$ cat src/rtl/riscv_lsu_ctrl.sv
// riscv_lsu_ctrl: multi-cycle load/store sequencer for the core's data port.
// Accepts the decoder's memory controls and the ALU address, runs one
// req/ack bus transaction, and stalls the PC until it retires. It also does
// byte-lane steering, byte enables and load sign/zero extension.
// Optional build macro: LSU_TIMEOUT_EN adds an abort after TIMEOUT wait cycles.
module riscv_lsu_ctrl #(
    parameter int ADDR_W  = 32,
    parameter int TIMEOUT = 16
) (
    input  logic              clk,
    input  logic              rst,
    input  logic              mem_read,
    input  logic              mem_write,
    input  logic [2:0]        lsen,
    input  logic [ADDR_W-1:0] addr,
    input  logic [31:0]       wdata,
    output logic              stall,
    output logic [31:0]       rdata,
    output logic              rdata_valid,
    output logic              misalign,
    output logic              bus_err,
    output logic              bus_req,
    output logic              bus_we,
    output logic [ADDR_W-1:0] bus_addr,
    output logic [3:0]        bus_be,
    output logic [31:0]       bus_wdata,
    input  logic              bus_ack,
    input  logic [31:0]       bus_rdata
);

    typedef enum logic [1:0] {
        S_IDLE = 2'd0,
        S_REQ  = 2'd1,
        S_DONE = 2'd2
    } state_e;

    // Unlisted size codes are reported as misaligned so they never reach the bus.
    function automatic logic is_aligned(input logic [2:0] size, input logic [1:0] a);
        case (size)
            3'b000, 3'b100: is_aligned = 1'b1;
            3'b001, 3'b101: is_aligned = ~a[0];
            3'b010:         is_aligned = (a == 2'b00);
            default:        is_aligned = 1'b0;
        endcase
    endfunction

    function automatic logic [3:0] byte_en(input logic [2:0] size, input logic [1:0] a);
        case (size[1:0])
            2'b00:   byte_en = 4'b0001 << a;
            2'b01:   byte_en = a[1] ? 4'b1100 : 4'b0011;
            default: byte_en = 4'b1111;
        endcase
    endfunction

    function automatic logic [31:0] store_lanes(input logic [2:0] size, input logic [31:0] w);
        case (size[1:0])
            2'b00:   store_lanes = {4{w[7:0]}};
            2'b01:   store_lanes = {2{w[15:0]}};
            default: store_lanes = w;
        endcase
    endfunction

    function automatic logic [31:0] load_extend(input logic [2:0] size, input logic [1:0] a,
                                                input logic [31:0] w);
        logic [7:0]  b;
        logic [15:0] h;
        case (a)
            2'b00:   b = w[7:0];
            2'b01:   b = w[15:8];
            2'b10:   b = w[23:16];
            default: b = w[31:24];
        endcase
        h = a[1] ? w[31:16] : w[15:0];
        case (size)
            3'b000:  load_extend = {{24{b[7]}}, b};
            3'b100:  load_extend = {24'h000000, b};
            3'b001:  load_extend = {{16{h[15]}}, h};
            3'b101:  load_extend = {16'h0000, h};
            default: load_extend = w;
        endcase
    endfunction

    state_e            state_q, state_d;
    logic [ADDR_W-1:0] addr_q;
    logic [2:0]        lsen_q;
    logic [31:0]       wdata_q;
    logic              we_q;
    logic              err_q;
    logic [31:0]       rdata_q;

    logic op_s, aligned_s, accept_s, capture_s, abort_s, stall_s, misalign_s, timeout_s;

    assign op_s      = mem_read | mem_write;
    assign aligned_s = is_aligned(lsen, addr[1:0]);

`ifdef LSU_TIMEOUT_EN
    logic [4:0] cnt_q;

    // Wait counter: zero while outside REQ, counts REQ cycles without ack.
    always_ff @(posedge clk or posedge rst) begin
        if (rst) begin
            cnt_q <= 5'd0;
        end else if (state_q != S_REQ) begin
            cnt_q <= 5'd0;
        end else if (!bus_ack) begin
            cnt_q <= cnt_q + 5'd1;
        end
    end

    assign timeout_s = (cnt_q == 5'(TIMEOUT - 1));
`else
    // Without the timeout build REQ waits forever; TIMEOUT has no effect.
    assign timeout_s = 1'b0 & (TIMEOUT == 0);
`endif

    // Next-state and per-cycle control decode.
    always_comb begin
        state_d    = state_q;
        accept_s   = 1'b0;
        capture_s  = 1'b0;
        abort_s    = 1'b0;
        stall_s    = 1'b0;
        misalign_s = 1'b0;
        case (state_q)
            S_IDLE: begin
                if (op_s && aligned_s) begin
                    stall_s  = 1'b1;
                    accept_s = 1'b1;
                    state_d  = S_REQ;
                end else if (op_s) begin
                    misalign_s = 1'b1;
                end else begin
                    state_d = S_IDLE;
                end
            end
            S_REQ: begin
                stall_s = 1'b1;
                if (bus_ack) begin
                    capture_s = ~we_q;
                    state_d   = S_DONE;
                end else if (timeout_s) begin
                    abort_s = 1'b1;
                    state_d = S_DONE;
                end else begin
                    state_d = S_REQ;
                end
            end
            S_DONE:  state_d = S_IDLE;
            default: state_d = S_IDLE;
        endcase
    end

    // State register and latched access fields.
    always_ff @(posedge clk or posedge rst) begin
        if (rst) begin
            state_q <= S_IDLE;
            addr_q  <= '0;
            lsen_q  <= 3'b000;
            wdata_q <= 32'h0000_0000;
            we_q    <= 1'b0;
            err_q   <= 1'b0;
            rdata_q <= 32'h0000_0000;
        end else begin
            state_q <= state_d;
            if (accept_s) begin
                addr_q  <= addr;
                lsen_q  <= lsen;
                wdata_q <= wdata;
                we_q    <= mem_write & ~mem_read;
                err_q   <= 1'b0;
            end
            if (abort_s) begin
                err_q <= 1'b1;
            end
            if (capture_s) begin
                rdata_q <= load_extend(lsen_q, addr_q[1:0], bus_rdata);
            end
        end
    end

    // Outputs: bus fields come only from latched registers and are zero outside REQ.
    assign stall       = stall_s & ~rst;
    assign misalign    = misalign_s & ~rst;
    assign rdata       = rdata_q;
    assign rdata_valid = (state_q == S_DONE) & ~we_q & ~err_q;
    assign bus_err     = (state_q == S_DONE) & err_q;
    assign bus_req     = (state_q == S_REQ);
    assign bus_we      = bus_req & we_q;
    assign bus_addr    = bus_req ? {addr_q[ADDR_W-1:2], 2'b00} : '0;
    assign bus_be      = bus_req ? byte_en(lsen_q, addr_q[1:0]) : 4'b0000;
    assign bus_wdata   = bus_req ? store_lanes(lsen_q, wdata_q) : 32'h0000_0000;

endmodule

$ cat config.mk
export PLATFORM = sky130hd
export DESIGN_NAME = riscv_lsu_ctrl
export DESIGN_NICKNAME = d
export VERILOG_FILES = /design/src/rtl/riscv_lsu_ctrl.sv
export SDC_FILE = /design/constraint.sdc
export NUM_CORES = 1
export LEC_CHECK = 0
export BUFFER_PORTS_ARGS = -buffer_cell sky130_fd_sc_hd__buf_2
export CAP_MARGIN = 30
export CORE_ASPECT_RATIO = 0.75
export CORE_MARGIN = 3
export CORE_UTILIZATION = 44
export DETAILED_ROUTE_END_ITERATION = 10
export GPL_ROUTABILITY_DRIVEN = 0
export PLACE_DENSITY = 0.81
export SYNTH_ARGS = -nofsm -noshare
export SYNTH_HDL_FRONTEND = slang
export SYNTH_SLANG_ARGS = --single-unit
$ cat constraint.sdc
create_clock -name clk -period 3.55 [get_ports clk]
set_input_delay 0.71 -clock clk [delete_from_list [all_inputs] [get_ports clk]]
set_output_delay 0.71 -clock clk [all_outputs]
set_load 0.005 [all_outputs]
==> results.yml, run 1 <==
finish:
  mostFrequentLayoutCells: "buf_2 (206), dfrtp_1 (101), mux2_2 (66)"
  layout-drive-gt1-share_pct: 46.8
  fin_util_pct: 59.2
  synthToLayoutAreaGrowth_pct: 28.3
  final_cells: 817
  final_nets: 776
  fill_cells: 943
  insertedDiodeCount: 0
  final_common_cell: "buf_2"
cts:
  clock-sinks: 102
  worstSkewPairLatency_ns: 0.34
  clkTransAtPathRegs_ns: 0.08
  post_cts_buffers: 0
  htreeDepth: 3
  cts_tree: "yes"
  cts_buffers: 9
  hold_buffers: 0
  cts-resized-gates: 0
  cts_root_buffer: "clkbuf_16"
  cts_max_path_buffers: 2
floorplanning:
  die_area_um2: 13000
  start_util_pct: 46.2
  core_um2: 11100
  die_h_um: 99.7
  ios: 210
  rows: 33
  die_x_um: 131
sta:
  fin_crit_sh_pct: 80.4
  setup_viol: 0
  max_freq_mhz: 350
  rsz0062_at_grt: "no"
  tightest_slew_ns: 0.900
  min_period_ns: 2.85
  fin_skew_ns: 0.00817
  max_slew_margin_pct: 39.8
  timing.hold.ws_ns: 0.477
  hold_violations: 0
  fin_setup_tns_ns: 0
  maxSlewViolCount: 0
logic_synthesis:
  ys_seq_elements: 102
  ys_async_sr_fraction_pct: 100
  synthFlopType: "dfrtp_1"
  syn_avg_cell_area_um2: 10.7
  yosysSeqAreaShare_pct: 49.6
  netlist_area_um2: 5150
  synth_cells: 481
  ys.warnings.count: 0
  synth-edff-count: 0
  synth_cell_type_count: 38
placement:
  hpwl_mm: 10.9
  dp.cells: 801
  port_buffers: 206
critical_path:
  crit_required_ns: 2.84
  path_max_fanout: 17
  critPathMaxStageDelay_ns: 0.74
  cp.depth: 6
  worstSetupPathType: "reg -> out"
  endpoint_kind: "output port"
  reg2reg_slack_ns: 1.28
  critical_path_arrival_ns: 2.14
  timing.critical_path.mode_cell: "nor2_1"
  cp-start-kind: "register"
  r2r_cells: 5
  crit_slowest_cell: "dfrtp_1"
  worstPathCellList: "buf_4 -> mux2i_1 -> nor2_1 -> a21oi_1 -> nor2_1 -> buf_2"
  critPathBufInv: 2
  cpLargestDelayFamily: "flip-flops"
route:
  vias: 4496
  drc: 0
  vias_per_cell: 5.50
  firstDrtPassIters: 5
  wl_mm: 14.6
  ant_nets: 0
  routedWlPerCell_um: 17.9
  drt_iter0_markers: 291
power:
  ir_worst_vdd_uv: 425
  p_total_mw: 5.13
  p_leak_nw: 3.36
  p_per_area_nw_per_um2: 776
global_route:
  grt_pass1_wl_mm: 23.1
  grt-ovfl-total: 0
  antenna_found_initial: 0
  grt_usage_pct: 22.4
  grt_max_degree: 69
  grt_pass1_vias: 4475
outcome:
  status: "completed"
hold_path:
  hold_class: "in -> async"
flow_run:
  cap_violations: 0
[worst paths after layout]
path,startpoint,endpoint
min in group clk,rdata[19],rdata[19]
worst min-delay path,rst,wdata_q[0]
worst min register to register,rdata[19],rdata[19]
worst max-delay path,lsen_q[0],bus_wdata[25]
worst max register to register,state_q[1],rdata[5]
max in group asynchronous,rst,rdata[12]
[sequential cells by signal, indices dropped and copies added, names as in the netlist]
name	cells
addr_q	32
rdata	32
state_q	2
we_q	1
wdata_q	32
lsen_q	3
[metal layers]
layer | vias up | wire (um) | track usage, %
li1 | 2062 | - | -
met1 | 2197 | 6230 | 30.1
met2 | 224 | 6880 | 36.2
met3 | 13 | 1330 | 6.12
met4 | 0 | 152 | 5.22
met5 | - | 0 | 0
[cell usage after synthesis, types with 2 or more instances]
| library cell | count | share of area, % |
|---|---|---|
| nor3_1 | 7 | 0.68 |
| a32oi_1 | 7 | 1.2 |
| buf_4 | 3 | 0.44 |
| clkbuf_1 | 18 | 1.3 |
| inv_1 | 4 | 0.29 |
| buf_2 | 13 | 1.3 |
| nand2_1 | 34 | 2.5 |
| buf_6 | 2 | 0.44 |
| nand3_1 | 32 | 3.1 |
| a22o_1 | 8 | 1.4 |
| a21oi_1 | 27 | 2.6 |
| mux2_4 | 8 | 2.3 |
| a221o_1 | 7 | 1.4 |
| a211oi_1 | 2 | 0.29 |
| buf_1 | 5 | 0.36 |
| dfrtp_1 | 102 | 50 |
| nor2b_1 | 3 | 0.36 |
| a22oi_1 | 7 | 1.0 |
| and2_1 | 40 | 4.9 |
| mux2i_1 | 17 | 3.3 |
| a31oi_1 | 4 | 0.49 |
| mux2_2 | 66 | 14 |
| o21ai_0 | 4 | 0.39 |
| nand2b_1 | 4 | 0.49 |
| nor2_1 | 44 | 3.2 |
[through the flow]
stage	worst slack [ns]	cell area, um2
after global placement	0.996	6280
after global routing	0.537	6600
final	0.697	6600
after CTS	0.712	6600
after floorplan	0.165	5150
after detailed placement	0.977	6290
[logic make-up (layout without fill, tap and decap cells)]
| family | count (synthesis) | in the layout | share of synthesized area [%] |
|---|---|---|---|
| buffers and inverters | 46 | 240 | 4.18 |
| other | 1 | 3 | 0.0729 |
| multiplexers | 92 | 92 | 20.5 |
| flip-flops | 102 | 102 | 49.6 |
| AND/OR/NAND/NOR | 169 | 169 | 16.0 |
| AO/OA/AOI/OAI | 71 | 71 | 9.58 |
[layout make-up]
type                       instances  area [um2]  share of cell area [%]
tap                              140         175                    2.65
timing repair buffer             219        1130                    17.1
inverter                           5        21.3                   0.322
clock inverter                     6        76.3                    1.16
clock buffer                      10         239                    3.62
multi-input combinational        335        2410                    36.5
sequential                       102        2550                    38.7
[report_power, final]
part	total [mW]	switching [mW]	internal, mW	leakage, nW
Sequential	2.05	0.384	1.66	1.21
Combinational	2.04	0.985	1.05	1.99
Clock	1.04	0.461	0.579	0.156
Total	5.13	1.83	3.30	3.36
Note: power is estimated with default switching activity, not from simulation.
==> inputs of run 2 (changes only) <==
==> constraint.sdc (replaced) <==
create_clock -name clk -period 2.5 [get_ports clk]
set_input_delay 0.5 -clock clk [delete_from_list [all_inputs] [get_ports clk]]
set_output_delay 0.5 -clock clk [all_outputs]
set_load 0.005 [all_outputs]
==> results.yml, run 2 (synthesized netlist as in run 1, its figures left out) <==
outcome:
  status: "completed"
floorplanning:
  die_h_um: 99.7
  core_um2: 11100
  die_x_um: 131
  ios: 210
  die_area_um2: 13000
  start_util_pct: 46.2
  rows: 33
finish:
  synthToLayoutAreaGrowth_pct: 28.3
  final_common_cell: "buf_2"
  final_nets: 778
  layout-drive-gt1-share_pct: 46.8
  register_area_um2: 2550
  final_cells: 819
  insertedDiodeCount: 0
  fill_cells: 961
  multiInputGateArea_um2: 2410
  mostFrequentLayoutCells: "buf_2 (206), dfrtp_1 (101), mux2_2 (66)"
cts:
  worstSkewPairLatency_ns: 0.34
  clock-sinks: 102
  cts_root_buffer: "clkbuf_16"
  cts_buffers: 9
  post_cts_buffers: 0
  cts_tree: "yes"
  cts_max_path_buffers: 2
  htreeDepth: 3
  clkTransAtPathRegs_ns: 0.07
  hold_buffers: 0
  cts-resized-gates: 0
sta:
  rsz0062_at_grt: "no"
  fin_skew_ns: 0.00858
  fin_crit_sh_pct: 92.8
  max_freq_mhz: 431
  timing.hold.ws_ns: 0.353
  max_slew_margin_pct: 52.2
  maxSlewViolCount: 0
  setup_viol: 0
  tightest_slew_ns: 0.717
  fin_setup_tns_ns: 0
  hold_violations: 0
  min_period_ns: 2.32
critical_path:
  r2r_cells: 5
  path_max_fanout: 12
  cp-start-kind: "register"
  critical_path_arrival_ns: 1.82
  worstSetupPathType: "reg -> out"
  endpoint_kind: "output port"
  crit_required_ns: 2.00
route:
  routedWlPerCell_um: 17.5
  vias_per_cell: 5.40
  vias: 4424
  drc: 0
  drt_iter0_markers: 237
  ant_nets: 0
  wl_mm: 14.3
  firstDrtPassIters: 4
global_route:
  grt_pass1_vias: 4416
  grt_usage_pct: 21.7
  grt_pass1_wl_mm: 22.4
  grt_max_degree: 69
  antenna_found_initial: 0
  grt-ovfl-total: 0
power:
  p_leak_nw: 3.35
  p_per_area_nw_per_um2: 1090
  ir_worst_vdd_uv: 661
placement:
  hpwl_mm: 10.6
  dp.cells: 803
  port_buffers: 206
hold_path:
  hold_class: "in -> async"
flow_run:
  cap_violations: 0
## run 2: changes by cell type in the layout (fill, tap and decap cells not counted)
cell | before | now
inv_8 | 1 | 0
clkbuf_8 | 1 | 2
bufinv_16 | 1 | 0
clkinv_4 | 2 | 1
clkinv_2 | 0 | 1
inv_6 | 2 | 1
buf_12 | 0 | 1
inv_4 | 1 | 0
buf_4 | 13 | 14
clkinvlp_4 | 0 | 2
clkbuf_1 | 0 | 1
## run 2: power by group
group	switching, mW	internal (mW)	total [mW]
combinational	1.37	1.52	2.90
sequential	0.562	2.36	2.93
clock	0.613	0.735	1.35
total	2.55	4.62	7.17
## run 2: worst max-delay path, stage by stage, from the launching register on
cell,delay (ns)
dfrtp_1,0.67
or2_2,0.32
nand2_1,0.08
a21oi_1,0.24
buf_2,0.16
## run 2: layout make-up
cell class	instances	share of cell area, %
inverter	5	0.341
timing repair buffer	221	17.5
multi-input combinational	335	36.5
clock inverter	4	0.455
sequential	102	38.7
tap	140	2.65
clock buffer	12	3.88
## run 2: final timing paths
check                            from            to  slack, ns
max reg2reg                state_q[1]      rdata[5]       0.47
min                               rst    state_q[0]       0.35
min reg2reg                 rdata[26]     rdata[26]       0.49
min in group clk             mem_read          we_q       0.37
max                         lsen_q[0]  bus_wdata[8]       0.18
max in group asynchronous         rst   wdata_q[21]       1.61
## run 2: per-layer routing
| metal | GRT usage (%) | vias to the layer above | routed length, um |
|---|---|---|---|
| met2 | 34.5 | 201 | 6680 |
| met1 | 28.3 | 2145 | 6190 |
| met3 | 7.46 | 14 | 1270 |
| li1 | - | 2064 | - |
| met4 | 6.17 | 0 | 204 |
| met5 | 0 | - | 0 |
## run 2: through the flow
stage	total power [mW]	instance area [um2]	util (%)	setup WS, ns
2_1_floorplan	4.68	5160	-	0.302
3_3_place_gp	5.74	6320	56.7	0.335
3_5_place_dp	5.86	6320	56.7	0.330
4_1_cts	7.23	6600	59.2	0.144
5_1_grt	7.67	6600	59.2	0.0254
6_report	7.17	6600	59.2	0.180
